===== src/rtl/simd_pkg.sv =====
// Shared types for the SIMD sequencer: opcodes, sequencer states and the
// instruction word layout.
package simd_pkg;

    localparam int unsigned OPCODE_WIDTH   = 4;
    localparam int unsigned DEF_ADDR_WIDTH = 10;

    typedef enum logic [OPCODE_WIDTH-1:0] {
        OP_NOP  = 4'h0,
        OP_ADD  = 4'h1,
        OP_SUB  = 4'h2,
        OP_MUL  = 4'h3,
        OP_AND  = 4'h4,
        OP_OR   = 4'h5,
        OP_XOR  = 4'h6,
        OP_MAX  = 4'h7,
        OP_MIN  = 4'h8,
        OP_HALT = 4'hF
    } opcode_t;

    typedef enum logic [1:0] {
        S_IDLE,
        S_FETCH,
        S_RUN,
        S_DRAIN
    } seq_state_t;

    // Decoded low bits of an instruction word at the default data address width.
    typedef struct packed {
        logic [OPCODE_WIDTH-1:0]   opcode;
        logic [DEF_ADDR_WIDTH-1:0] r_addr;
        logic [DEF_ADDR_WIDTH-1:0] b_addr;
        logic [DEF_ADDR_WIDTH-1:0] a_addr;
    } instr_t;

endpackage


===== src/rtl/wb_delay_line.sv =====
// Write-back alignment shift register carrying {wen, r_addr}; flush clears
// every stage so no queued write can reach BRAM R.
module wb_delay_line #(
    parameter int unsigned DEPTH      = 3,
    parameter int unsigned ADDR_WIDTH = 10
) (
    input  logic                  clk,
    input  logic                  rst,
    input  logic                  flush,
    input  logic                  in_wen,
    input  logic [ADDR_WIDTH-1:0] in_addr,
    output logic                  out_wen,
    output logic [ADDR_WIDTH-1:0] out_addr,
    output logic                  pending
);

    logic [DEPTH-1:0]      wen_q;
    logic [ADDR_WIDTH-1:0] addr_q [DEPTH];

    always_ff @(posedge clk or posedge rst) begin
        if (rst) begin
            wen_q <= '0;
            for (int unsigned i = 0; i < DEPTH; i++) addr_q[i] <= '0;
        end else if (flush) begin
            wen_q <= '0;
            for (int unsigned i = 0; i < DEPTH; i++) addr_q[i] <= '0;
        end else begin
            wen_q[0]  <= in_wen;
            addr_q[0] <= in_addr;
            for (int unsigned i = 1; i < DEPTH; i++) begin
                wen_q[i]  <= wen_q[i-1];
                addr_q[i] <= addr_q[i-1];
            end
        end
    end

    assign out_wen  = wen_q[DEPTH-1];
    assign out_addr = addr_q[DEPTH-1];
    assign pending  = |wen_q;

endmodule


===== src/rtl/simd_sequencer.sv =====
// Program sequencer for the SIMD datapath: fetches instructions from the
// instruction BRAM, issues A/B reads and delays the R write to match the PEs.
module simd_sequencer
    import simd_pkg::*;
#(
    parameter int unsigned ADDR_WIDTH     = 10,
    parameter int unsigned INS_ADDR_WIDTH = 8,
    parameter int unsigned INS_WIDTH      = 64,
    parameter int unsigned PE_LATENCY     = 2
) (
    input  logic                      clk,
    input  logic                      rst,
    input  logic                      start,
    input  logic [INS_ADDR_WIDTH-1:0] start_pc,
    input  logic                      abort,
    output logic                      busy,
    output logic                      done,
    output logic                      err_no_halt,
    output logic [INS_ADDR_WIDTH-1:0] pc,
    input  logic [INS_WIDTH-1:0]      ins_rdata,
    output logic [OPCODE_WIDTH-1:0]   opcode,
    output logic                      issue_valid,
    output logic [ADDR_WIDTH-1:0]     bram_a_addr,
    output logic [ADDR_WIDTH-1:0]     bram_b_addr,
    output logic [ADDR_WIDTH-1:0]     bram_r_addr,
    output logic                      bram_r_wen
);

    localparam int unsigned WB_LAT         = 1 + PE_LATENCY;
    localparam int unsigned INS_DATA_WIDTH = 3 * ADDR_WIDTH + OPCODE_WIDTH;
    localparam logic [INS_ADDR_WIDTH-1:0] PC_ONE = {{(INS_ADDR_WIDTH-1){1'b0}}, 1'b1};

    typedef struct packed {
        logic [OPCODE_WIDTH-1:0] opcode;
        logic [ADDR_WIDTH-1:0]   r_addr;
        logic [ADDR_WIDTH-1:0]   b_addr;
        logic [ADDR_WIDTH-1:0]   a_addr;
    } ins_fields_t;

    ins_fields_t ins;
    assign ins = ins_fields_t'(ins_rdata[INS_DATA_WIDTH-1:0]);

    generate
        if (INS_WIDTH > INS_DATA_WIDTH) begin : g_ins_hi
            logic unused_ins_hi;
            assign unused_ins_hi = ^ins_rdata[INS_WIDTH-1:INS_DATA_WIDTH];
        end
    endgenerate

    seq_state_t state, state_next;

    // ins_addr tracks the address of the word on ins_rdata; pc saturates at
    // the top of memory so it cannot be used to recover that address.
    logic [INS_ADDR_WIDTH-1:0] ins_addr;
    logic [INS_ADDR_WIDTH-1:0] pc_inc;
    logic [ADDR_WIDTH-1:0]     r_addr_q;
    logic                      issue_wen;
    logic                      wb_pending;
    logic                      do_start, do_fetch, do_issue, do_finish, do_abort;
    logic                      at_last_addr;

    assign pc_inc       = (&pc) ? pc : pc + PC_ONE;
    assign at_last_addr = &ins_addr;
    assign issue_wen    = issue_valid && (opcode != OP_NOP);

    always_comb begin
        state_next = state;
        do_start   = 1'b0;
        do_fetch   = 1'b0;
        do_issue   = 1'b0;
        do_finish  = 1'b0;
        do_abort   = 1'b0;
        case (state)
            S_IDLE: begin
                if (start && !abort) begin
                    do_start   = 1'b1;
                    state_next = S_FETCH;
                end
            end
            S_FETCH: begin
                do_fetch   = 1'b1;
                state_next = S_RUN;
            end
            S_RUN: begin
                if (ins.opcode == OP_HALT) begin
                    state_next = S_DRAIN;
                end else begin
                    do_issue = 1'b1;
                    if (at_last_addr) state_next = S_DRAIN;
                end
            end
            S_DRAIN: begin
                if (!issue_wen && !wb_pending) begin
                    do_finish  = 1'b1;
                    state_next = S_IDLE;
                end
            end
            default: state_next = S_IDLE;
        endcase
        if (abort && state != S_IDLE) begin
            do_fetch   = 1'b0;
            do_issue   = 1'b0;
            do_finish  = 1'b0;
            do_abort   = 1'b1;
            state_next = S_IDLE;
        end
    end

    always_ff @(posedge clk or posedge rst) begin
        if (rst) state <= S_IDLE;
        else     state <= state_next;
    end

    always_ff @(posedge clk or posedge rst) begin
        if (rst) begin
            pc          <= '0;
            ins_addr    <= '0;
            busy        <= 1'b0;
            done        <= 1'b0;
            err_no_halt <= 1'b0;
            issue_valid <= 1'b0;
            opcode      <= '0;
            bram_a_addr <= '0;
            bram_b_addr <= '0;
            r_addr_q    <= '0;
        end else begin
            issue_valid <= do_issue;
            if (do_start) begin
                pc          <= start_pc;
                busy        <= 1'b1;
                done        <= 1'b0;
                err_no_halt <= 1'b0;
            end
            if (do_fetch) begin
                ins_addr <= pc;
                pc       <= pc_inc;
            end
            if (do_issue) begin
                opcode      <= ins.opcode;
                bram_a_addr <= ins.a_addr;
                bram_b_addr <= ins.b_addr;
                r_addr_q    <= ins.r_addr;
                ins_addr    <= pc;
                pc          <= pc_inc;
                if (at_last_addr) err_no_halt <= 1'b1;
            end
            if (do_finish) begin
                busy <= 1'b0;
                done <= 1'b1;
            end
            if (do_abort) busy <= 1'b0;
        end
    end

    wb_delay_line #(
        .DEPTH      (WB_LAT),
        .ADDR_WIDTH (ADDR_WIDTH)
    ) u_wb_delay (
        .clk      (clk),
        .rst      (rst),
        .flush    (do_abort),
        .in_wen   (issue_wen),
        .in_addr  (r_addr_q),
        .out_wen  (bram_r_wen),
        .out_addr (bram_r_addr),
        .pending  (wb_pending)
    );

endmodule


===== config.mk =====
export PLATFORM = sky130hd
export DESIGN_NAME = simd_sequencer
export DESIGN_NICKNAME = d
export VERILOG_FILES = /design/src/rtl/simd_pkg.sv /design/src/rtl/wb_delay_line.sv /design/src/rtl/simd_sequencer.sv
export SDC_FILE = /design/constraint.sdc
export NUM_CORES = 1
export LEC_CHECK = 0
export ABC_AREA = 0
export BUFFER_PORTS_ARGS = -buffer_cell sky130_fd_sc_hd__buf_2
export CORE_MARGIN = 2
export CORE_UTILIZATION = 30
export CTS_CLUSTER_DIAMETER = 50
export CTS_CLUSTER_SIZE = 10
export DETAILED_ROUTE_END_ITERATION = 7
export PLACE_DENSITY = 0.65
export SLEW_MARGIN = 10
export SYNTH_ARGS = -nofsm -noshare
export SYNTH_HDL_FRONTEND = slang
export SYNTH_SLANG_ARGS = --single-unit

===== constraint.sdc =====
create_clock -name clk -period 2.3 [get_ports clk]
set_input_delay 0.115 -clock clk [delete_from_list [all_inputs] [get_ports clk]]
set_output_delay 0.115 -clock clk [all_outputs]
set_load 0.01 [all_outputs]

* Yosys cells after proc, flatten, opt, wreduce, memory -nomap -nowiden
Cells that the tools add are included.
** Storage, ports and cells
- Register bits :: 89
- Output and inout bits :: 47
- Logic and storage cells :: 74
- Bits of input ports :: 76
** Operators by class
- Add/subtract/negate cells :: 1
- Equal/unequal tests :: 7
- Reduce and logical (&&, ||, !) cells :: 18
- Mux-type cells :: 33
** Operators by type and width (count)
- two-way mux 8 bit :: 6
- two-way mux 30 bit :: 1
- two-way mux 1 bit :: 19
- AND reduction 8 bit :: 2
- two-way mux 2 bit :: 5
- adder 8 x 1 -> 8 bit, second input constant :: 1
- one-hot mux 2 bit (4 select lines) :: 1
- inequality test 3 bit, second input constant :: 2
- nonzero test 2 bit :: 3
- nonzero test 3 bit :: 2
- == test 2 bit, second input constant :: 2
- == test 4 bit, second input constant :: 1
- logical AND 1 bit :: 4
- inequality test 4 bit, second input constant :: 1
- nonzero test 4 bit :: 1
- zero test 1 bit :: 3
- two-way mux 3 bit :: 1
- AND reduction 3 bit :: 1
- OR reduction 3 bit :: 1
- == test 2 x 1 -> 1 bit, second input constant :: 1
- zero test 2 bit :: 1

* Depth between registers and ports, before layout
Gate-level depths: netlist of the first run.
- Depth in word-level cells :: 9
- Mapped depth :: 9
- Gate-level depth less buffers :: 8

* Modules after synthesis
From an unflattened synthesis of the first run, not the netlist that was laid out.
** Unflattened totals
- Cells, all modules :: 336
- Area, all modules :: 3631.0 µm²
** Modules (own cells, without submodules)
- simd_sequencer :: seq. area each 1401.3 µm², area an instance 2491.1 µm², instances 1, cells each 255
- wb_delay_line :: seq. area each 825.8 µm², area an instance 1139.8 µm², instances 1, cells each 81

* Least setup slack after synthesis of the first run
No wires, ideal clock.
- Kind :: register -> register
- Start :: register state[0]
- End :: register pc[0]
- Stages on the path, launching flop included :: 8
- Path buffers :: 0
- Period minus slack after synthesis :: 1690 ps
- Setup slack :: 610 ps
- Data arrival time :: 1564 ps
- Setup time :: 126 ps
- Required time :: 2174 ps
- Cell sequence :: dfrtp_1 inv_1 ha_1 nand2b_4 and2_1 o21ai_0 nor2_1 a221o_1
** On the way
- Word-level cells in the longest chain between the ends :: 5
- Elaborated cells between the ends (all ways) :: 13
- Classes of those cells :: eq/ne (2); mux (7); reduce/logical (4)
** Ends and longest elaborated chain
- start, declared :: RTL line simd_sequencer.sv:50 : seq_state_t state, state_next;
- start signal, assigned :: RTL line simd_sequencer.sv:111 : else state <= state_next;
- == test 2 x 1 -> 1 bit or nonzero test 2 bit (tied branches) :: RTL line simd_sequencer.sv:73, simd_sequencer.sv:100
- two-way mux 1 bit or logical AND 1 bit (tied branches) :: RTL line simd_sequencer.sv:73, simd_sequencer.sv:100
- two-way mux 1 bit :: RTL line simd_sequencer.sv:100 : if (abort && state != S_IDLE) begin
- two-way mux 8 bit :: RTL line simd_sequencer.sv:134 : if (do_fetch) begin
- two-way mux 8 bit :: RTL line simd_sequencer.sv:138 : if (do_issue) begin
- end signal, assigned :: RTL line simd_sequencer.sv:129 : pc <= start_pc;
- end signal, assigned :: RTL line simd_sequencer.sv:136 : pc <= pc_inc;
- end signal, assigned :: RTL line simd_sequencer.sv:144 : pc <= pc_inc;
- end, declared :: RTL line simd_sequencer.sv:19 : output logic [INS_ADDR_WIDTH-1:0] pc,
Several ways; a longest one is shown, not always the timed one.
A chain may end at the register's enable or synchronous reset.

* Worst setup path in the final report of the first run
- Start :: register state[0]
- End :: register pc[5]
The elaborated chain is that of the path after synthesis.

==> results of run 1 <==
[cell families after synthesis]
kind of cell	after synthesis
DFF	89
AOI/OAI and AO/OA	29
adders and majority gates	5
and+or+nand+nor	195
buffers and inverters	34
[metal layers]
layer,routed length [um],share of wire (%)
met4,129,1.6
met5,0,0
met3,459,5.6
met2,4020,49
met1,3609,44
[power breakdown]
| part | total (mW) | switching, mW | internal [mW] |
|---|---|---|---|
| Sequential | 2.59 | 0.364 | 2.22 |
| Clock | 1.70 | 0.629 | 1.07 |
| Combinational | 2.13 | 1.23 | 0.899 |
| Total | 6.42 | 2.22 | 4.20 |
[worst reg2reg max path: stages (launching register included)]
cell and delay [ns]:
dfrtp_1 0.40, inv_1 0.08, ha_1 0.25, nand2b_4 0.21
nand3_4 0.15, inv_2 0.08, nor3_1 0.37, a21oi_1 0.09
o221a_2 0.26
[flip-flops by register name (all words and copies together), names as in the netlist]
signal and flops:
bram_a_addr 10, bram_b_addr 10, busy 1, done 1, err_no_halt 1, ins_addr 8, issue_valid 1, opcode 4
pc 8, r_addr_q 10, state 2, u_wb_delay.addr_q 20, u_wb_delay.out_addr 10, u_wb_delay.wen_q 3
[per-stage QoR]
step,worst slack (ns),cells,power [mW],utilization [%]
after global placement,0.3641,569,4.618,35.91
final,0.3106,619,6.417,41.87
after global routing,0.1678,619,6.932,41.87
after CTS,0.3055,619,6.502,41.87
after floorplan,0.6104,352,4.044,-
after detailed placement,0.3124,569,4.722,35.91
[layout make-up]
cell class | count | area share (%)
Clock inverter | 7 | 2.558
Timing Repair Buffer | 132 | 17.73
Inverter | 10 | 0.8527
Multi-Input combinational cell | 229 | 24.52
Clock buffer | 9 | 4.651
Tap cell | 143 | 3.695
Sequential cell | 89 | 45.99
[worst paths after layout]
| check | startpoint | endpoint |
|---|---|---|
| setup / recovery | state[0] | pc[5] |
| hold / removal | ins_rdata[22] | r_addr_q[2] |
| setup reg to reg | state[0] | pc[5] |
| hold reg to reg | u_wb_delay.addr_q[19] | u_wb_delay.out_addr[9] |
| max in group asynchronous | rst | u_wb_delay.addr_q[29] |
| min in group asynchronous | rst | bram_b_addr[0] |
[synth_stat cells]
cell type	number
a311oi_1	1
nand4_1	6
nand3_4	1
nor4b_4	1
nand2b_4	1
a21oi_1	7
nor4_1	1
dfrtp_1	89
o22ai_1	2
nor3_2	1
nor2_2	1
inv_2	1
nand3_1	7
a22o_1	1
nand2_1	129
nor2_1	4
or2_1	1
and2b_2	1
buf_4	10
a32o_1	1
o41ai_2	1
clkbuf_1	5
nor3_1	5
buf_2	8
ha_1	5
buf_6	1
o221a_2	3
a211oi_1	1
o21ai_1	3
and4_1	1
o221ai_2	1
o21ai_0	7
inv_1	9
and2_1	33
and3_1	2
a221o_1	1
==> metrics.yaml, run 1 <==
clock_latency_ns: 0.34
htree_levels: 3
whs_ns: 0.007939
critical_path_class: "reg2reg"
synth-seq-cells: 89
grt_use_total_pct: 13.56
final_antenna_net_count: 0
vias_per_cell: 4.512
muxShareOfSynthArea_pct: 0
synth_compound_area_share_pct: 5.774
use_met1_pct: 16.42
clkSinkCount: 89
drt_iter0_drc: 91
crit_required_ns: 2.53
reg2regPathDepth: 8
setup_viol: 0
finalSetupTns_ns: 0
die-area_mm2: 0.01288
crit_fanout: 11
critPathLaunchType: "flop"
grt_max_degree: 90
grt_antenna_before_repair: 0
yosysTopAreaCellShare_pct: 61.91
pin_count: 123
cp.depth: 8
rrSetupSlack_ns: 0.31
start_util_pct: 31.10
crit_buf_inv: 2
seqCellArea_mm2: 0.002227
ys_types: 36
status: "completed"
grt_overflow: 0
arrival_ns: 2.22
fill_cells: 1115
grt_busiest_layer: "met2"
fmax_ghz: 0.5027
drc: 0
io_buffers: 92
synth_top_family_by_area: "simple AND/OR/NAND/NOR gates"
dpl_cell_area_mm2: 0.004153
clock_path_buffers: 2
max_stage_delay_ns: 0.40
tightest_slew_ns: 0.4644
cpLargestDelayFamily: "simple AND/OR/NAND/NOR gates"
cts_hold_buf: 34
cts_buffers: 9
num_antenna_cells: 0
post_drt_wl_per_cell_um: 13.28
multi_input_area_mm2: 0.001187
finalMaxSlewViolations: 0
final_common_cell: "nand2_1"
layout_common_cells: "129 x nand2_1, 92 x buf_2, 89 x dfrtp_1"
cp_slowest_cell: "dfrtp_1"
syn_to_final_growth_pct: 34.61
drive_gt1_share_pct: 26.68
finalClockSkew_ns: 0.008112
ys_warn_count: 0
finalNetCount: 552
cts_tree: "done"
final.period_utilization_pct: 86.50
vdd_drop_max_mv: 0.5016
finalHoldViolCount: 0
placementRows: 39
wl_mm: 8.219
p_leak_nw: 2.540
post-cts-setup-buffers: 0
grt_pass1_wl_mm: 13.92
cp_cell_sequence: "inv_1 -> ha_1 -> nand2b_4 -> nand3_4 -> inv_2 -> nor3_1 -> a21oi_1 -> o221a_2"
hold_path_class: "in2reg"
p_per_area_mw_per_mm2: 1325
vias: 2793
drv_cap: 0
cp-end-kind: "flop"
globalRouteMet2Util_pct: 22.67
die_h_um: 113.5
avgSynthCellArea_um2: 10.22
synth-simple-area-share_pct: 25.50
synth-adder-area-share_pct: 1.739
max-slew-margin-rel_pct: 69.04
synth_top_area_cell: "dfrtp_1"
synth_xor_area_share_pct: 0
synthesis.nets: 433
fin_area_mm2: 0.004842
post_cts_resized: 0
synth_area_mm2: 0.003597
met3_usage_pct: 4.145
core_area_mm2: 0.01156
die_w_um: 113.5
root_buffer: "clkbuf_16"
dp_hpwl_mm: 5.296
grt_pass1_vias: 2932
place.gp.congestion: 0.7778
drt_first_pass_iters: 4
rsz0062_at_grt: "false"
yosysSeqAreaShare_pct: 61.91
path_clk_slew_ns: 0.07
ys_top_cells_by_area: "dfrtp_1 62%, nand2_1 13%, and2_1 5.7%, buf_4 2.1%, ha_1 1.7%"
finalCriticalPeriod_ns: 1.989
synth_cells: 352
hold_depth: 3
No activity file was read; power rests on OpenSTA's default activity.
==> run 2, diff against run 1 <==
Settings changed: PLACE_DENSITY 0.65 to 0.63.
Clock period 2.3 ns to 1.9 ns, I/O delays scaled along.
==> run 2 against run 1 <==
Combinational power is 31% higher; routed wire length down 2.8%; die area unchanged; total power rose by 21%; highest routed layer unchanged.
==> metrics.yaml, run 2 (synthesized netlist as in run 1, its figures left out) <==
status: "completed"
finalCriticalPeriod_ns: 1.809  # -0.1800 ns
placementRows: 39  # unchanged
clockPowerShare_pct: 23.8  # -2.7 points
cp_cell_sequence: "inv_2 -> ha_1 -> nand2b_4 -> nand3_4 -> inv_4 -> nor3_1 -> buf_4 -> a21oi_1 -> o221a_2"
vdd_drop_max_mv: 0.6149  # +23%
placedCellCount: 576  # +1.2%
grt_antenna_before_repair: 0  # unchanged
grt_pass1_wl_mm: 13.72  # -1.4%
drc: 0  # unchanged
num_antenna_cells: 0  # unchanged
die_w_um: 113.5  # unchanged
clock_path_buffers: 2  # unchanged
final_common_cell: "nand2_1"
crit_required_ns: 2.13  # -0.40 ns
netSwitchingPower_mw: 2.768  # +25%
grt_pass1_vias: 2981  # +1.7%
wl_mm: 7.992  # -2.8%
power.internal_mw: 4.974  # +19%
arrival_ns: 2.04  # -0.18 ns
layout_common_cells: "128 x nand2_1, 92 x buf_2, 89 x dfrtp_1"
p_per_area_mw_per_mm2: 1571  # +19%
cts_buffers: 9  # unchanged
io_buffers: 92  # unchanged
root_buffer: "clkbuf_16"
core_area_mm2: 0.01156  # unchanged
cts_tree: "done"
hold_path_class: "in2reg"
p_leak_nw: 2.591  # +2.0%
clock_latency_ns: 0.34  # about the same
finalNetCount: 565  # +2.4%
setup_viol: 0  # unchanged
drt_first_pass_iters: 4  # unchanged
finalMaxSlewViolations: 0  # unchanged
die-area_mm2: 0.01288  # unchanged
comb_power_share_pct: 35.9  # +2.8 points
dp_hpwl_mm: 5.384  # +1.7%
cp_slowest_cell: "dfrtp_1"
crit_fanout: 7  # -4
die_h_um: 113.5  # unchanged
finalHoldViolCount: 0  # unchanged
stdcell_count: 632  # +2.1%
wl_met3_um: 447  # -2.6%
grt_max_degree: 42  # -53%
final.period_utilization_pct: 95.23  # +8.7 points
syn_to_final_growth_pct: 37.01
finalClockSkew_ns: 0.007902  # -0.0002101 ns
wl_met1_mm: 3.557  # -1.4%
critical_path_class: "reg2reg"
vias_per_cell: 4.456  # -1.3%
swShare_pct: 35.76  # +1.2 points
fmax_ghz: 0.5527  # +9.9%
pin_count: 123  # unchanged
grt_overflow: 0  # unchanged
htree_levels: 3  # unchanged
drv_cap: 0  # unchanged
tightest_slew_ns: 0.7110  # +0.2466 ns
max_stage_delay_ns: 0.42  # +0.02 ns
seq_power_share_pct: 40.3  # about the same
start_util_pct: 31.10  # unchanged
place.gp.congestion: 0.8322  # +7.0%
post_drt_wl_per_cell_um: 12.65  # -4.8%
cp-end-kind: "flop"
drt_iter0_drc: 102  # +12%
grt_use_total_pct: 13.41  # -0.15 points
largest_reg_flops: 20  # unchanged
final_antenna_net_count: 0  # unchanged
fill_cells: 1104  # -0.99%
max-slew-margin-rel_pct: 52.50  # -17 points
top_layer: "met4"
clkSinkCount: 89  # unchanged
drive_gt1_share_pct: 29.04  # +2.4 points
largest-register: "u_wb_delay.addr_q"
finalSetupTns_ns: 0  # unchanged
vias: 2816  # +0.82%
routed-wl-met2_mm: 3.865  # -3.9%
critPathLaunchType: "flop"
path_clk_slew_ns: 0.07  # about the same
-- run 2: cell types whose count changed in the layout (fill, tap and decap cells not counted), sizes merged --
cell / change
clkinv: +1
buf: +11
dlygate4sd3: +2
bufinv: -2
inv: +1
-- run 2: layout make-up --
type                            instances  area (um^2)  share of cell area (%)
Tap cell                              143        178.9                   3.630
Timing Repair Buffer                  145        960.9                   19.50
Multi-Input combinational cell        229         1207                   24.50
Clock inverter                          7        85.08                   1.726
Sequential cell                        89         2227                   45.19
Inverter                               10        43.79                  0.8885
Clock buffer                            9        225.2                   4.570
-- run 2: path summary, 6_finish.rpt --
kind | slack, ns | endpoint | cells after the start | startpoint
worst max-delay path | 0.09 | pc[5] | 9 | state[0]
worst min-delay path | 0.03 | pc[7] | 3 | start_pc[7]
min in group asynchronous | 0.41 | bram_b_addr[6] | 3 | rst
worst max register to register | 0.09 | pc[5] | 9 | state[0]
max in group asynchronous | 0.82 | u_wb_delay.out_addr[1] | 4 | rst
worst min register to register | 0.45 | u_wb_delay.out_addr[9] | 1 | u_wb_delay.addr_q[19]
-- run 2: stage by stage --
step	util (%)	area, um^2	setup WS, ns	total power, mW	hold WS (ns)
final	42.62	4928	0.09059	7.742	0.03243
after detailed placement	36.36	4205	0.08437	5.792	0.2578
after global placement	36.36	4205	0.1405	5.696	0.2445
after CTS	42.16	4876	0.07890	7.735	0.01894
after global routing	42.62	4928	-0.0001967	8.384	0.02266
after floorplan	-	3601	0.2104	4.896	0.2004
-- run 2: critical path, delay by kind of cell (launching register included) --
kind | cells | cell delay, ns
and+or+nand+nor | 3 | 0.50
adders and majority gates | 1 | 0.21
buffers and inverters | 3 | 0.28
DFF | 1 | 0.42
AOI/OAI and AO/OA | 2 | 0.29
-- run 2: what timing repair did --
item                                    CTS  global route
gates resized for setup                   0             6
hold buffers                             36             0
endpoints found under the setup margin    0             6
buffers inserted                          0             4
endpoints found under the hold margin    65             0
-- run 2: routing by layer --
metal / GRT usage, % / vias to the layer above
met1: 15.84 / 1329
met3: 3.985 / 10
met5: 0 / -
li1: - / 1389
met4: 5.285 / 0
met2: 23.03 / 88
-- run 2: power by group through the flow --
| stage | Clock (mW) | Combinational, mW | Sequential, mW |
|---|---|---|---|
| 6_report | 1.84 | 2.78 | 3.12 |
| 2_1_floorplan | 0 | 1.66 | 3.23 |
| 3_3_place_gp | 0 | 2.58 | 3.11 |
| 5_1_grt | 1.98 | 3.16 | 3.24 |
| 4_1_cts | 1.91 | 2.70 | 3.12 |
| 3_5_place_dp | 0 | 2.64 | 3.15 |
==> run 3, diff against run 2 <==
Settings changed: GPL_TIMING_DRIVEN set to 0, SLEW_MARGIN 10 to 25.
==> run 3 against run 2 <==
Via count rose by 1.1%; critical path type unchanged; sequential share of layout area fell by 0.76 points; clock skew fell by 0.0019 ns; non-clock buffer count rose by 12; utilization rose by 0.72 points.
==> metrics.yaml, run 3 (synthesized netlist as in run 1, its figures left out) <==
arrival_ns: 2.06  # +0.02 ns
root_buffer: "clkbuf_16"
cts_tree: "done"
grt_busiest_layer: "met2"
cts_buffers: 9  # unchanged
layout_common_cells: "129 x nand2_1, 98 x buf_2, 89 x dfrtp_1"
place.gp.congestion: 0.8355  # +0.40%
crit_fanout: 7  # unchanged
drt_first_pass_iters: 6  # +2
cpLargestDelayFamily: "simple AND/OR/NAND/NOR gates"
clockPowerShare_pct: 22.4  # -1.4 points
num_antenna_cells: 0  # unchanged
critical_path_class: "reg2reg"
setup_viol: 0  # unchanged
netSwitchingPower_mw: 2.815  # +1.7%
htree_levels: 3  # unchanged
dp_hpwl_mm: 5.721  # +6.3%
clock_path_buffers: 2  # unchanged
met3_usage_pct: 3.188  # -0.80 points
finalMaxSlewViolations: 0  # unchanged
die_h_um: 113.5  # unchanged
die_w_um: 113.5  # unchanged
path_clk_slew_ns: 0.07  # about the same
vdd_drop_max_mv: 0.5821  # -5.3%
status: "completed"
finalNetCount: 577  # +2.1%
grt_overflow: 0  # unchanged
final.period_utilization_pct: 96.36  # +1.1 points
start_util_pct: 31.10  # unchanged
io_buffers: 92  # unchanged
grt_antenna_before_repair: 0  # unchanged
clock_latency_ns: 0.34  # about the same
hold_path_class: "in2reg"
drt_iter0_drc: 93  # -8.8%
core_area_mm2: 0.01156  # unchanged
p_leak_nw: 2.644  # +2.0%
finalSetupTns_ns: 0  # unchanged
largest_reg_flops: 20  # unchanged
swShare_pct: 36.60  # +0.84 points
cp-end-kind: "flop"
use_met1_pct: 16.90  # +1.1 points
fill_cells: 1086  # -1.6%
cp_cell_sequence: "ha_1 -> nand4_1 -> or2_1 -> o21ai_1 -> nor2_1 -> a221o_1"
vias_per_cell: 4.422  # -0.75%
fin_area_mm2: 0.005012  # +1.7%
whs_ns: 0.02786  # -0.004575 ns
grt_use_total_pct: 13.59  # +0.18 points
cp_slowest_cell: "dfrtp_1"
crit_required_ns: 2.13  # about the same
max-slew-margin-rel_pct: 67.21  # +15 points
die-area_mm2: 0.01288  # unchanged
min_from: "start_pc[7]"
grt_pass1_wl_mm: 13.85  # +0.90%
tightest_slew_ns: 0.4909  # -0.2201 ns
max_stage_delay_ns: 0.46  # +0.04 ns
seqCellArea_mm2: 0.002227  # unchanged
drv_cap: 0  # unchanged
multi_input_area_mm2: 0.001205  # -0.21%
largest-register: "u_wb_delay.addr_q"
drive_gt1_share_pct: 29.94  # +0.90 points
dpl_cell_area_mm2: 0.004315  # +2.6%
comb_power_share_pct: 36.8  # +0.9 points
seq_power_share_pct: 40.7  # +0.4 points
wl_mm: 8.176  # +2.3%
critPathLaunchType: "flop"
crit_start: "pc[0]"
placedCellCount: 590  # +2.4%
syn_to_final_growth_pct: 39.34
finalHoldViolCount: 0  # unchanged
post_drt_wl_per_cell_um: 12.70  # +0.40%
finalClockSkew_ns: 0.006010  # -0.001892 ns
p_per_area_mw_per_mm2: 1535  # -2.3%
fmax_ghz: 0.5462  # -1.2%
globalRouteMet2Util_pct: 22.67  # -0.36 points
final_common_cell: "nand2_1"
finalCriticalPeriod_ns: 1.831  # +0.02139 ns
clkSinkCount: 89  # unchanged
pin_count: 123  # unchanged
crit_buf_inv: 0  # -3
timing.rr.start: "pc[0]"
drc: 0  # unchanged
stdcell_count: 644  # +1.9%
vias: 2848  # +1.1%
grt_max_degree: 26  # -38%
final_antenna_net_count: 0  # unchanged
grt_pass1_vias: 2984  # +0.10%
power.internal_mw: 4.877  # -1.9%
placementRows: 39  # unchanged
run 3: cell types whose count changed in the layout (fill, tap and decap cells not counted), moves of 3 or more:
cell      before  now
buf_2         92   98
buf_4         16   12
clkbuf_1       0    3
inv_6          1    4
run 3: timing repair:
action	in CTS	in global routing
resized for setup	3	9
setup endpoints to repair	25	26
hold buffers	36	0
buffers inserted	0	2
hold endpoints to repair	56	0
pin swaps	0	0
run 3: final timing paths:
kind	end	slack, ns	cells after the start
worst min register to register	u_wb_delay.addr_q[12]	0.45	1
min in group asynchronous	bram_b_addr[2]	0.33	3
worst min-delay path	pc[7]	0.03	3
max in group asynchronous	ins_addr[6]	0.72	6
worst max-delay path	pc[0]	0.07	6
worst max register to register	pc[0]	0.07	6
run 3: per-layer routing:
layer  up-vias  share of wire [%]
met5         -                  0
met4         0                1.9
met3        13                5.2
met2        83                 49
met1      1331                 44
li1       1421                  -
run 3: tightest hold or removal path, cell delays in order:
cell    delay [ns]
buf_2         0.09
nor2_1        0.09
nor3_1        0.05
run 3: power groups by stage:
| stage | sequential, mW | combinational (mW) | clock, mW |
|---|---|---|---|
| final | 3.13 | 2.83 | 1.73 |
| after global routing | 3.24 | 3.20 | 1.87 |
| after global placement | 3.14 | 2.59 | 0 |
| after CTS | 3.14 | 2.76 | 1.79 |
| after detailed placement | 3.16 | 2.70 | 0 |
| after floorplan | 3.23 | 1.66 | 0 |
run 3: final cells by class:
cell class	count	share of cell area, %
Buffer	24	3.120
Clock buffer	9	4.493
Clock inverter	7	1.298
Inverter	10	0.8737
Multi-Input combinational cell	229	24.04
Sequential cell	89	44.43
Tap cell	143	3.570
Timing Repair Buffer	133	18.17
run 3: metrics by stage:
step	total power [mW]	util, %	setup WS (ns)
5_1_grt	8.311	43.34	-0.001955
3_3_place_gp	5.730	36.67	-0.06002
2_1_floorplan	4.896	-	0.2104
3_5_place_dp	5.862	37.31	-0.1188
6_report	7.691	43.34	0.06920
4_1_cts	7.693	43.02	0.004563
